**src/rtl/ysyx22041405_rr_arbiter_pkg.sv**
```systemverilog
// ----------------------------------------------------------------------------
// ysyx22041405_rr_arbiter_pkg
//
// Shared definitions for the round-robin arbiter that sits in front of the
// unified memory port (IFU / LSU and friends).
//
// Contents:
//   RR_N, RR_IDW  - requester count and index width used by the memory-port
//                   instance; the modules take these as parameter defaults.
//   rr_state_e    - arbiter FSM state encoding (IDLE / GRANT / WAIT).
// ----------------------------------------------------------------------------
package ysyx22041405_rr_arbiter_pkg;

   // Default sizing for the memory-port arbiter. RR_IDW must equal log2(RR_N).
   localparam int RR_N   = 4;
   localparam int RR_IDW = 2;

   // FSM encoding. IDLE is zero so a cleared state register means "no
   // transaction in flight".
   typedef enum logic [1:0] {
      ST_IDLE  = 2'd0,
      ST_GRANT = 2'd1,
      ST_WAIT  = 2'd2
   } rr_state_e;

endpackage : ysyx22041405_rr_arbiter_pkg

```
**src/rtl/ysyx22041405_rr_arbiter_pick.sv**
```systemverilog
// ----------------------------------------------------------------------------
// ysyx22041405_rr_pick
//
// Combinational masked priority picker for the round-robin arbiter.
// The winner is the lowest set request at or above ptr; if there is none,
// the search wraps and the lowest set request overall wins.
//
// Ports:
//   req    in  [N-1:0]    request vector
//   ptr    in  [IDW-1:0]  rotating priority pointer
//   onehot out [N-1:0]    one-hot winner (zero when req is zero)
//   idx    out [IDW-1:0]  binary index of the winner (zero when req is zero)
//   any    out            at least one request is set
// ----------------------------------------------------------------------------
module ysyx22041405_rr_pick
   import ysyx22041405_rr_arbiter_pkg::*;
#(
   parameter int N   = RR_N,
   parameter int IDW = RR_IDW
) (
   input  logic [N-1:0]   req,
   input  logic [IDW-1:0] ptr,
   output logic [N-1:0]   onehot,
   output logic [IDW-1:0] idx,
   output logic           any
);

   logic [N-1:0] mask;
   logic [N-1:0] masked;
   logic [N-1:0] masked_lsb;
   logic [N-1:0] req_lsb;

   // Thermometer mask that keeps only bit positions at or above ptr.
   // Equivalent to ~((1 << ptr) - 1) without a variable shift.
   always_comb begin
      mask = '0;
      for (int i = 0; i < N; i++) begin
         mask[i] = (IDW'(i) >= ptr);
      end
   end

   // Two lowest-set-bit searches using the x & -x trick: one over the
   // masked requests, one over all requests for the wrap-around case.
   // When the masked set is empty, the unmasked search provides the winner.
   always_comb begin
      masked     = req & mask;
      masked_lsb = masked & (~masked + N'(1));
      req_lsb    = req & (~req + N'(1));
      onehot     = (|masked) ? masked_lsb : req_lsb;
      any        = |req;
   end

   // One-hot to binary encode. OR-ing in the index is safe because onehot
   // has at most one bit set.
   always_comb begin
      idx = '0;
      for (int i = 0; i < N; i++) begin
         if (onehot[i]) begin
            idx = idx | IDW'(i);
         end
      end
   end

endmodule : ysyx22041405_rr_pick

```
**src/rtl/ysyx22041405_rr_arbiter.sv**
```systemverilog
// ----------------------------------------------------------------------------
// ysyx22041405_rr_arbiter
//
// Round-robin arbiter for a single-outstanding shared resource. A grant is
// held for a whole transaction (accept through response done), then the
// priority pointer rotates past the winner. There is always one IDLE cycle
// between done and the next grant; that cycle is the re-arbitration slot.
//
// Ports:
//   clk          in               clock
//   rst          in               synchronous active-high reset
//   req_i        in  [N-1:0]      per-requester request, held until accepted
//   gnt_o        out [N-1:0]      one-hot grant, registered
//   gnt_idx_o    out [IDW-1:0]    binary index of the grantee, registered
//   gnt_valid_o  out              grant active (GRANT or WAIT)
//   res_ready_i  in               resource accepts the granted request
//   res_done_i   in               resource completes the response
//   busy_o       out              arbiter not idle
// ----------------------------------------------------------------------------
module ysyx22041405_rr_arbiter
   import ysyx22041405_rr_arbiter_pkg::*;
#(
   parameter int N   = RR_N,
   parameter int IDW = RR_IDW
) (
   input  logic           clk,
   input  logic           rst,
   input  logic [N-1:0]   req_i,
   output logic [N-1:0]   gnt_o,
   output logic [IDW-1:0] gnt_idx_o,
   output logic           gnt_valid_o,
   input  logic           res_ready_i,
   input  logic           res_done_i,
   output logic           busy_o
);

   rr_state_e      state;
   logic [IDW-1:0] ptr;

   logic [N-1:0]   pick_onehot;
   logic [IDW-1:0] pick_idx;
   logic           pick_any;
   logic           granted_req;

   // The picker is only consulted in IDLE; in GRANT and WAIT its output is
   // ignored so the grant stays frozen while requests move around.
   ysyx22041405_rr_pick #(
      .N   (N),
      .IDW (IDW)
   ) u_pick (
      .req    (req_i),
      .ptr    (ptr),
      .onehot (pick_onehot),
      .idx    (pick_idx),
      .any    (pick_any)
   );

   // Whether the current grantee is still requesting; a drop before
   // acceptance is treated as an abort.
   always_comb begin
      granted_req = req_i[gnt_idx_o];
   end

   // Arbiter FSM with registered outputs. Every transition writes the
   // outputs for the state it enters, so gnt_o is non-zero exactly when
   // gnt_valid_o is set and busy_o tracks state != IDLE.
   //
   // ptr only moves when a transaction completes (ready+done in GRANT, or
   // done in WAIT), so an abort leaves priority where it was. The +1 wraps
   // naturally because N is a power of two and ptr is IDW bits wide.
   //
   // In GRANT, ready takes priority over a dropped request: once the
   // resource has accepted, the transaction must run to completion.
   always_ff @(posedge clk) begin
      if (rst) begin
         state       <= ST_IDLE;
         ptr         <= '0;
         gnt_o       <= '0;
         gnt_idx_o   <= '0;
         gnt_valid_o <= 1'b0;
         busy_o      <= 1'b0;
      end else begin
         case (state)
            ST_IDLE: begin
               if (pick_any) begin
                  state       <= ST_GRANT;
                  gnt_o       <= pick_onehot;
                  gnt_idx_o   <= pick_idx;
                  gnt_valid_o <= 1'b1;
                  busy_o      <= 1'b1;
               end
            end

            ST_GRANT: begin
               if (res_ready_i && res_done_i) begin
                  state       <= ST_IDLE;
                  ptr         <= gnt_idx_o + IDW'(1);
                  gnt_o       <= '0;
                  gnt_idx_o   <= '0;
                  gnt_valid_o <= 1'b0;
                  busy_o      <= 1'b0;
               end else if (res_ready_i) begin
                  state <= ST_WAIT;
               end else if (!granted_req) begin
                  state       <= ST_IDLE;
                  gnt_o       <= '0;
                  gnt_idx_o   <= '0;
                  gnt_valid_o <= 1'b0;
                  busy_o      <= 1'b0;
               end
            end

            ST_WAIT: begin
               if (res_done_i) begin
                  state       <= ST_IDLE;
                  ptr         <= gnt_idx_o + IDW'(1);
                  gnt_o       <= '0;
                  gnt_idx_o   <= '0;
                  gnt_valid_o <= 1'b0;
                  busy_o      <= 1'b0;
               end
            end

            default: begin
               state       <= ST_IDLE;
               gnt_o       <= '0;
               gnt_idx_o   <= '0;
               gnt_valid_o <= 1'b0;
               busy_o      <= 1'b0;
            end
         endcase
      end
   end

endmodule : ysyx22041405_rr_arbiter

```
**config.mk**
```make
export PLATFORM = sky130hd
export DESIGN_NAME = ysyx22041405_rr_arbiter
export DESIGN_NICKNAME = d
export VERILOG_FILES = /design/src/rtl/ysyx22041405_rr_arbiter_pkg.sv /design/src/rtl/ysyx22041405_rr_arbiter_pick.sv /design/src/rtl/ysyx22041405_rr_arbiter.sv
export SDC_FILE = /design/constraint.sdc
export NUM_CORES = 1
export LEC_CHECK = 0
export BUFFER_PORTS_ARGS = -buffer_cell sky130_fd_sc_hd__buf_2
export CAP_MARGIN = 20
export CELL_PAD_IN_SITES_DETAIL_PLACEMENT = 1
export CELL_PAD_IN_SITES_GLOBAL_PLACEMENT = 1
export CORE_MARGIN = 10
export CORE_UTILIZATION = 33
export CTS_BUF_LIST = sky130_fd_sc_hd__clkbuf_4 sky130_fd_sc_hd__clkbuf_8 sky130_fd_sc_hd__clkbuf_16
export DETAILED_ROUTE_END_ITERATION = 12
export PLACE_DENSITY_LB_ADDON = 0.1
export SYNTH_ARGS = -nofsm -noshare
export SYNTH_HDL_FRONTEND = slang
export SYNTH_SLANG_ARGS = --single-unit
```
**constraint.sdc**
```tcl
create_clock -name clk -period 1.4 [get_ports clk]
set_input_delay 0.28 -clock clk [delete_from_list [all_inputs] [get_ports clk]]
set_output_delay 0.28 -clock clk [all_outputs]
set_load 0.005 [all_outputs]
```
==> flow_summary_export.csv <==
group,metric,value,unit
run_status,violations,"negative setup slack",
detailed_routing,dr_total_vias,631,
sta,setup_violations,6,
grt,grtUsageTotal,0.0978,
synth,syn_nets,76,
worst_hold_path,hp-class,"in -> reg",
place,routabilityCongestion,0.733,
sta,tns,-0.301,ns
sta,slew_headroom,0.737,
cells_and_area,num_antenna_cells,0,
sta,skew,0.00684,ns
synth,synth-edff-count,0,
clocking,holdBufCountCts,0,
synth,yosys_warnings,0,
place,dp_cells,120,
sta,grt_setup_unrepaired,"yes",
cells_and_area,area_growth,39.8,%
clocking,clock_latency,0.27,ns
grt,antenna_found_initial,0,
flow_run,drv_cap,0,
grt,grt_max_degree,10,
grt,grt_pass1_wl,3.20,mm
sta,fin_crit_sh,1.05,
synth,synthFlopType,"dfxtp_1",
synth,ys_async_sr_fraction,0,
place,io_buffer_count,15,
clocking,clk_pin_slew,0.08,ns
clocking,cts_sinks,11,
worst_setup_path,path_max_fanout,7,
worst_setup_path,crit_type,"reg -> reg",
cells_and_area,fillers,226,
worst_setup_path,cp-start-kind,"register",
detailed_routing,post_drt_wl_per_cell,15.1,um
worst_setup_path,critPathRequiredTime,1.57,ns
floorplan,start_util,0.351,
synth,synthAdderAreaFrac,0,
clocking,post_cts_buffers,0,
synth,synthCells,68,
floorplan,dieArea,3980,um2
clocking,cts-htree-levels,1,
synth,synth_compound_area_frac,0.296,
cells_and_area,multi_input_area,385,um2
place,postPlaceCellArea,817,um2
place,dp.final_hpwl,1.51,mm
clocking,ctsLongestPathBuffers,2,
sta,fin_crit,1.46,ns
floorplan,fp.dieW,63.1,um
synth,yosysSeqAreaShare,0.359,
floorplan,row_count,15,
cells_and_area,stdcell_count,124,
grt,first_global_vias,671,
synth,syn_avg_cell_area,9.02,um2
synth,synth-simple-area-share,0.237,
sta,timing.final.ws_setup,-0.0633,ns
cells_and_area,final_cell_area,857,um2
synth,ys_types,32,
power_and_ir_drop,p_per_area,964,nW/um2
synth,synth_top_family_by_area,"compound AO/OA/AOI/OAI gates",
power_and_ir_drop,p_leak,0.395,nW
synth,yosys.area.top_type,"dfxtp_1",
synth,yosys-top-cells-count,"11 x dfxtp_1, 9 x nor2_1, 5 x a21oi_1, 5 x o21ai_0, 3 x nand2b_1",
synth,synth.area.top_cells,"dfxtp_1 36%, nor2_1 5.5%, a21oi_1 4.1%",
worst_setup_path,crit_arrival,1.63,ns
worst_hold_path,hold_depth,2,
cells_and_area,nNetsFinal,108,
detailed_routing,drt-initial-drc-count,4,
sta,fmax,0.683,GHz
synth,synth_area,613,um2
worst_setup_path,reg2reg_depth,4,
synth,synth_most_common_cell,"dfxtp_1",
synth,ys_ff_latch,11,
run_status,status,"finished, violations left",
clocking,root_buffer,"clkbuf_4",
detailed_routing,dr.pass1.iters,2,
floorplan,coreArea,1750,um2
clocking,numCtsBuffers,3,
cells_and_area,seq_area,226,um2
detailed_routing,wl,1.87,mm
power_and_ir_drop,ir_drop,0.528,mV
floorplan,die_h,63.1,um
detailed_routing,drc,0,
sta,worst_pin_slew,0.390,ns
synth,yosys-mux-area-fraction,0.0694,
synth,synth-xor-area-share,0.0143,
worst_setup_path,endpoint_kind,"register",
floorplan,io_pins,16,
cells_and_area,drive_above_1_share,0.424,
clocking,cts_tree,"done",
sta,final-hold-violation-count,0,
grt,overflow,0,
synth,synth_top_area_frac,0.359,
detailed_routing,avgViaCountPerCell,5.09,
sta,slew_viol_final,0,
detailed_routing,antenna_left,0,
[layout make-up]
class | instances | area share
sequential | 11 | 0.264
tap | 25 | 0.0365
multi-input combinational | 54 | 0.450
inverter | 1 | 0.00438
timing repair buffer | 29 | 0.210
clock buffer | 4 | 0.0350
[path summary, 6_finish.rpt]
| kind | startpoint | to | slack, ns |
|---|---|---|---|
| setup reg to reg | gnt_idx_o[0] | gnt_o[3] | -0.06 |
| hold reg to reg | state[0] | state[0] | 0.46 |
| setup / recovery | gnt_idx_o[0] | gnt_o[3] | -0.06 |
| hold / removal | rst | ptr[0] | 0.29 |
[state kept, by name (all words and copies together), names as in the netlist]
register	count
gnt_o	4
gnt_idx_o	2
ptr	2
state	2
busy_o	1
[placed cells by master (no fill, tap or decap), types with 2 or more instances in the layout]
cell type	netlist	routed
a21oi_1	5	5
a22o_1	2	2
a32o_1	2	2
buf_2	0	15
buf_4	1	14
clkbuf_4	0	4
dfxtp_1	11	8
dfxtp_2	0	2
mux2i_1	2	2
nand2_1	2	2
nand2b_1	3	3
nand3_1	2	2
nor2_1	9	9
nor2b_1	2	2
nor3_1	2	2
o21ai_0	5	4
o22ai_1	2	2
[through the flow]
| stage | total power [mW] | setup slack [ns] | hold WS [ns] | utilization |
|---|---|---|---|---|
| finish | 0.826 | -0.0633 | 0.286 | 0.491 |
| global route | 0.883 | -0.128 | 0.306 | 0.491 |
| detailed placement | 0.585 | -0.0882 | 0.449 | 0.468 |
| global placement | 0.579 | -0.0638 | 0.448 | 0.468 |
| CTS | 0.837 | -0.0531 | 0.283 | 0.490 |
| floorplan | 0.481 | -0.0114 | 0.349 | - |
[cells by family after synthesis]
family / Yosys count
AND/OR/NAND/NOR: 27
AO/OA/AOI/OAI: 23
flip-flops: 11
multiplexers: 3
buffers and inverters: 3
XOR/XNOR: 1
[per-layer routing]
metal	part of all wire	GRT usage	wire [um]
met5	0	0	0
met4	0.019	0.0503	36
met3	0.045	0.0247	85
met2	0.48	0.157	896
met1	0.46	0.116	853
[where the power goes]
group / internal, mW / leakage [nW] / total (mW) / switching, mW
Clock: 0.130 / 0.0184 / 0.244 / 0.115
Combinational: 0.113 / 0.285 / 0.217 / 0.105
Sequential: 0.340 / 0.0914 / 0.364 / 0.0245
Total: 0.583 / 0.395 / 0.826 / 0.244
[critical path, cell delays in order (launching register included)]
cell and delay (ns):
dfxtp_4 0.36, mux4_2 0.54, nand3_4 0.11, a31oi_4 0.12, a21o_2 0.23
[timing repair]
action,4_1_cts,5_1_grt
endpoints found under the hold margin,0,0
endpoints found under the setup margin,6,10
resized for setup,1,3
pin swaps,3,3
No activity file was read; power rests on OpenSTA's default activity.
